[config.mk]
export PLATFORM = sky130hd
export DESIGN_NAME = uart_rx
export DESIGN_NICKNAME = d
export VERILOG_FILES = /design/src/rtl/uart_rx.sv
export SDC_FILE = /design/constraint.sdc
export NUM_CORES = 1
export LEC_CHECK = 0
export ABC_AREA = 1
export CAP_MARGIN = 10
export CORE_MARGIN = 5
export CORE_UTILIZATION = 42
export CTS_CLUSTER_SIZE = 16
export DETAILED_ROUTE_END_ITERATION = 10
export GPL_TIMING_DRIVEN = 0
export PLACE_DENSITY_LB_ADDON = 0.05
export SETUP_SLACK_MARGIN = 0.5
export SLEW_MARGIN = 30
export SYNTH_ARGS = -nofsm -noshare
export SYNTH_HDL_FRONTEND = slang
export SYNTH_SLANG_ARGS = --single-unit
[constraint.sdc]
create_clock -name clk -period 1.81 [get_ports clk]
set_input_delay 0.4525 -clock clk [delete_from_list [all_inputs] [get_ports clk]]
set_output_delay 0.4525 -clock clk [all_outputs]
set_load 0.01 [all_outputs]
[src/rtl/uart_rx.sv]
// UART receiver: two-flop synchronized line, mid-bit sampling, glitch
// rejection on the start bit, and one-cycle valid / framing-error pulses.
module uart_rx #(
  parameter int unsigned CLK_FREQ   = 100_000_000,
  parameter int unsigned BAUD_RATE  = 115200,
  parameter int unsigned DATA_WIDTH = 8
) (
  input  logic                  clk,
  input  logic                  rst,
  input  logic                  rx_i,
  output logic [DATA_WIDTH-1:0] data_o,
  output logic                  valid_o,
  output logic                  frame_err_o,
  output logic                  rx_ready_o
);

  localparam int unsigned BIT_MAX = CLK_FREQ / BAUD_RATE;
  localparam int unsigned HALF    = BIT_MAX / 2;
  localparam int unsigned CNT_W   = (BIT_MAX > 1) ? $clog2(BIT_MAX) : 1;
  localparam int unsigned IDX_W   = (DATA_WIDTH > 1) ? $clog2(DATA_WIDTH) : 1;

  localparam logic [CNT_W-1:0] HALF_M1  = CNT_W'(HALF - 1);
  localparam logic [CNT_W-1:0] BIT_M1   = CNT_W'(BIT_MAX - 1);
  localparam logic [IDX_W-1:0] LAST_IDX = IDX_W'(DATA_WIDTH - 1);

  generate
    if (BIT_MAX < 4) begin : g_bad_baud
      $fatal(1, "uart_rx: CLK_FREQ/BAUD_RATE must be at least 4");
    end
  endgenerate

  typedef enum logic [1:0] {
    IDLE  = 2'd0,
    START = 2'd1,
    DATA  = 2'd2,
    STOP  = 2'd3
  } state_t;

  state_t                state;
  logic [CNT_W-1:0]      cnt;
  logic [IDX_W-1:0]      bit_idx;
  logic [DATA_WIDTH-1:0] shreg;
  logic                  sync_q;
  logic                  rx_s;
  logic                  rx_s_d;

  // Metastability synchronizer plus one extra stage for falling-edge detect.
  always_ff @(posedge clk) begin
    if (rst) begin
      sync_q <= 1'b1;
      rx_s   <= 1'b1;
      rx_s_d <= 1'b1;
    end else begin
      sync_q <= rx_i;
      rx_s   <= sync_q;
      rx_s_d <= rx_s;
    end
  end

  // Receive FSM with registered data and pulse outputs.
  always_ff @(posedge clk) begin
    if (rst) begin
      state       <= IDLE;
      cnt         <= '0;
      bit_idx     <= '0;
      shreg       <= '0;
      data_o      <= '0;
      valid_o     <= 1'b0;
      frame_err_o <= 1'b0;
    end else begin
      valid_o     <= 1'b0;
      frame_err_o <= 1'b0;
      cnt         <= cnt + 1'b1;
      case (state)
        IDLE: begin
          if (!rx_s && rx_s_d) begin
            state <= START;
            cnt   <= '0;
          end
        end
        START: begin
          // Line must still be low at mid start bit, otherwise it was a glitch.
          if (cnt == HALF_M1) begin
            cnt     <= '0;
            bit_idx <= '0;
            state   <= rx_s ? IDLE : DATA;
          end
        end
        DATA: begin
          if (cnt == BIT_M1) begin
            cnt   <= '0;
            shreg <= DATA_WIDTH'({rx_s, shreg} >> 1);
            if (bit_idx == LAST_IDX) begin
              bit_idx <= '0;
              state   <= STOP;
            end else begin
              bit_idx <= bit_idx + 1'b1;
            end
          end
        end
        STOP: begin
          // Leaving at mid stop bit leaves half a bit to catch the next start edge.
          if (cnt == BIT_M1) begin
            cnt   <= '0;
            state <= IDLE;
            if (rx_s) begin
              data_o  <= shreg;
              valid_o <= 1'b1;
            end else begin
              frame_err_o <= 1'b1;
            end
          end
        end
        default: begin
          state <= IDLE;
          cnt   <= '0;
        end
      endcase
    end
  end

  assign rx_ready_o = (state == IDLE);

endmodule

After elaboration in Yosys (flattened, before gate mapping)
Index checks and enable logic that the tools add are counted.

Register bits: 36. Bits of input ports: 3. Output and inout port bits: 11. Word-level logic and storage cells: 52.

$add $sub $neg: 2. Eq/ne operators: 11. Muxes and demuxes: 17. Bitwise logic cells: 2. Reductions and logical operators: 10.

Operators by type and width (count): 2-to-1 mux 10 bit (3); one-hot mux 10 bit (3 select lines) (1); 2-to-1 mux 2 bit (6); adder 10 x 1 -> 10 bit, second input constant (1); equality test 10 bit, second input constant (1); equality test 10 x 9 -> 1 bit, second input constant (1); 2-to-1 mux 3 bit (3); inequality test 2 bit, second input constant (4); one-hot mux 2 bit (4 select lines) (1); one-hot mux 3 bit (2 select lines) (1); AND reduction 3 bit (2); AND reduction 5 bit (1); equality test 2 bit, second input constant (2); adder 3 x 1 -> 3 bit, second input constant (1); equality test 3 bit, second input constant (1); OR reduction 3 bit (1); equality test 2 x 1 -> 1 bit, second input constant (1); logical NOT 2 bit (1); 2-to-1 mux 1 bit (2); inequality test 2 x 1 -> 1 bit, second input constant (1); inverter 1 bit (2); AND reduction 2 bit (1); nonzero test 2 bit (1); OR reduction 2 bit (1); 2 further kinds (2).

Longest topological paths before layout
Depth in word-level cells: 4. Gate-level depth with buffers: 10. Depth with buffers taken out: 10.

Least setup slack after synthesis
Ideal clock, no wire load.

Path kind: reg2reg. Start point: register cnt[0]. End point: register data_o[0]. Setup time: 132 ps. Data arrival time: 1299 ps. Required time: 1678 ps. Path slack: 379 ps. Stages on the path, launching flop included: 9. Path buffers: 0. Clock period less this slack: 1431 ps. Cell sequence: dfxtp_1 ha_1 nand2_1 nor2_1 nand3_2 nor2_4 nand2_2 nand2_1 a21oi_1.

Cells in the longest elaborated chain, start to end: 2.

Ends and longest elaborated chain: start: declaration (RTL line 40) `logic [CNT_W-1:0] cnt;`; start signal: assignment (RTL line 73) `cnt <= cnt + 1'b1;`; equality test 10 bit (RTL line 103) `if (cnt == BIT_M1) begin`; AND reduction 3 bit (no source line); end signal: assignment (RTL line 107) `data_o <= shreg;`; end: declaration (RTL line 11) `output logic [DATA_WIDTH-1:0] data_o,`.

Every way passes these cells. A chain may end at the register's enable or synchronous reset.

Worst setup path after layout
Start point: register cnt[0]. End point: register data_o[1].

Same word-level chain as after synthesis.

==> results.yml <==
global_route:
  grt.total_usage_pct: 14.5
  antenna_found_initial: 0
  grt_pass1_wl_microns: 5710
  grt_pass1_vias: 1288
  overflow: 0
  grt_max_degree: 13
layout:
  diodes: 0
  utilization_pct: 58.1
  syn2layout_area_growth_pct: 35.7
  postLayoutCellArea_sq_mm: 0.00211
  layout_commonest_cell: "nand2_1"
  register_area_sq_um: 741
  nFillCells: 353
  drive_gt1_share_pct: 37.2
  final_cells: 287
  multi_input_area_sq_um: 931
  final_cell_mix: "nand2_1, dfxtp_1, nor2_1"
  fin_nets: 245
floorplanning:
  die_area_sq_mm: 0.00502
  die_w_microns: 70.9
  row_count: 22
  io_pins: 14
  core_area_sq_mm: 0.00363
  die_h_microns: 70.9
  initial_core_util_pct: 42.8
sta:
  skew_ns: 0.00845
  hold_slack_ns: 0.419
  finalSetupViolCount: 0
  worst_pin_slew_ns: 0.575
  post-route-period-util_pct: 81.3
  tns_ns: 0
  slew_violations: 0
  max_slew_margin_pct: 61.6
  max_clock_freq_mhz: 680
  hold_viol: 0
  fin_ws_ns: 0.338
  rsz0062_at_grt: "yes"
  final.min_clock_period_ns: 1.47
synth:
  ys_seq_area_share_pct: 46.3
  synthArstFlopShare_pct: 0
  synth.avg_cell_area_sq_um: 7.48
  synth_warnings: 0
  yosys_register_bits: 36
  syn-cell-area_sq_mm: 0.00156
  synth_ff_type: "dfxtp_1"
  ys_types: 26
  synthCells: 208
  synth_fp_nets: 215
  synth-edff-count: 0
place:
  dp_worst_setup_slack_ns: 0.211
  portBuffers: 12
  hpwlAfterDp_microns: 2270
  place_congestion: 0.863
  dp.cells: 268
  dpl_cell_area_sq_mm: 0.00177
job:
  max_cap_viol_count: 0
pwr:
  power_mw: 1.72
  leakagePower_nw: 0.817
  power.density_cell_area_mw_per_mm2: 815
  ir_drop_uv: 478
setup_path:
  rr_endpoint: "data_o[1]"
  critical_path_class: "reg2reg"
  regToRegSetupSlack_ns: 0.34
  crit_arrival_ns: 1.63
  critical_path_required_ns: 1.97
  cp_max_fo: 6
  cp-start-kind: "register"
  ff2ff_path_depth: 8
  r2r-start: "cnt[0]"
  end_kind: "register"
drt:
  ant_nets: 0
  drc: 0
  drt_wl_total_microns: 3550
  viasPerCell: 5.00
  routedWlPerCell_microns: 12.4
  dr.pass1.iters: 4
  first_iter_violations: 78
  vias: 1435
cts:
  clock_latency_ns: 0.29
  cts_tree: "yes"
  cts_buffer_depth: 2
  cts_sinks: 36
  cts_max_level: 2
  clk_pin_slew_ns: 0.08
  root_buffer: "clkbuf_8"
  cts_buffers: 5
min_path:
  hold_path_end: "rx_s"
  holdPathStages: 1
  worstHoldStart: "sync_q"
  hold_class: "reg2reg"
outcome:
  status: "finished clean"
-- per-layer routing --
| layer | part of all wire [%] | vias up | track usage (%) |
|---|---|---|---|
| met5 | 0 | - | 0 |
| met4 | 1.7 | 0 | 6.26 |
| met3 | 5.5 | 6 | 4.97 |
| met2 | 50 | 39 | 25.1 |
| met1 | 43 | 661 | 16.1 |
| li1 | - | 729 | - |
-- flip-flops by register name, summed over array words and instances (netlist names), named ones only --
| name | count |
|---|---|
| bit_idx | 3 |
| cnt | 10 |
| data_o | 8 |
| frame_err_o | 1 |
| rx_s | 1 |
| rx_s_d | 1 |
| shreg | 8 |
| state | 1 |
| sync_q | 1 |
| valid_o | 1 |
-- cell usage after synthesis, drive strengths merged, types with 2 or more instances --
cell / instances / area, sq um
dfxtp: 36 / 721
nand2: 49 / 189
o21ai: 2 / 13.8
xor2: 4 / 35.0
nand3b: 2 / 15.0
a21oi: 19 / 95.1
nand4: 3 / 18.8
clkbuf: 4 / 15.0
a21boi: 2 / 18.8
inv: 21 / 81.3
or2: 2 / 12.5
nand3: 25 / 143
ha: 4 / 50.1
nor2: 31 / 124
-- power by group --
part | switching (mW) | total (mW) | internal (mW)
Clock | 0.302 | 0.710 | 0.408
Combinational | 0.104 | 0.175 | 0.0709
Sequential | 0.0216 | 0.836 | 0.814
-- repair_timing --
| action | in CTS | in global routing |
|---|---|---|
| hold buffers | 0 | 0 |
| pin swaps | 16 | 12 |
| gates cloned | 2 | 0 |
| endpoints found under the setup margin | 43 | 42 |
| setup buffers | 7 | 2 |
| gates resized for setup | 52 | 48 |
-- logic make-up after synthesis --
| kind of cell | Yosys count | share of synthesized area, % |
|---|---|---|
| compound gates | 25 | 9.16 |
| fa+ha+maj | 4 | 3.22 |
| flops | 36 | 46.3 |
| xor+xnor | 4 | 2.25 |
| simple gates | 113 | 32.6 |
| buf+inv | 26 | 6.51 |
-- worst max path at each step --
| stage | from | to | slack (ns) | depth (start not counted) |
|---|---|---|---|---|
| after floorplan | cnt[0] | data_o[0] | 0.44 | 8 |
| after global placement | state[0] | rx_ready_o | 0.20 | 4 |
| after detailed placement | state[0] | rx_ready_o | 0.21 | 4 |
| after CTS | cnt[0] | data_o[7] | 0.30 | 8 |
| after global routing | cnt[1] | cnt[0] | 0.27 | 9 |
| final | cnt[0] | data_o[1] | 0.34 | 8 |
-- area by class of cell --
class	instances	area share, %
clock buffers	5	3.26
flip-flops and latches	36	35.1
inverters	21	3.97
clock inverters	3	2.01
multi-input cells	148	44.1
repair buffers	21	7.46
plain buffers	5	1.30
well taps	48	2.84
-- worst max-delay path: stages, from the launching register on --
cell     delay (ns)
dfxtp_4        0.37
ha_4           0.15
nand2_4        0.05
nor2_4         0.12
nand3_4        0.14
nor2_4         0.25
nand2_2        0.12
nand2_1        0.08
a21oi_1        0.05
Power figures use the tool's default switching activity.
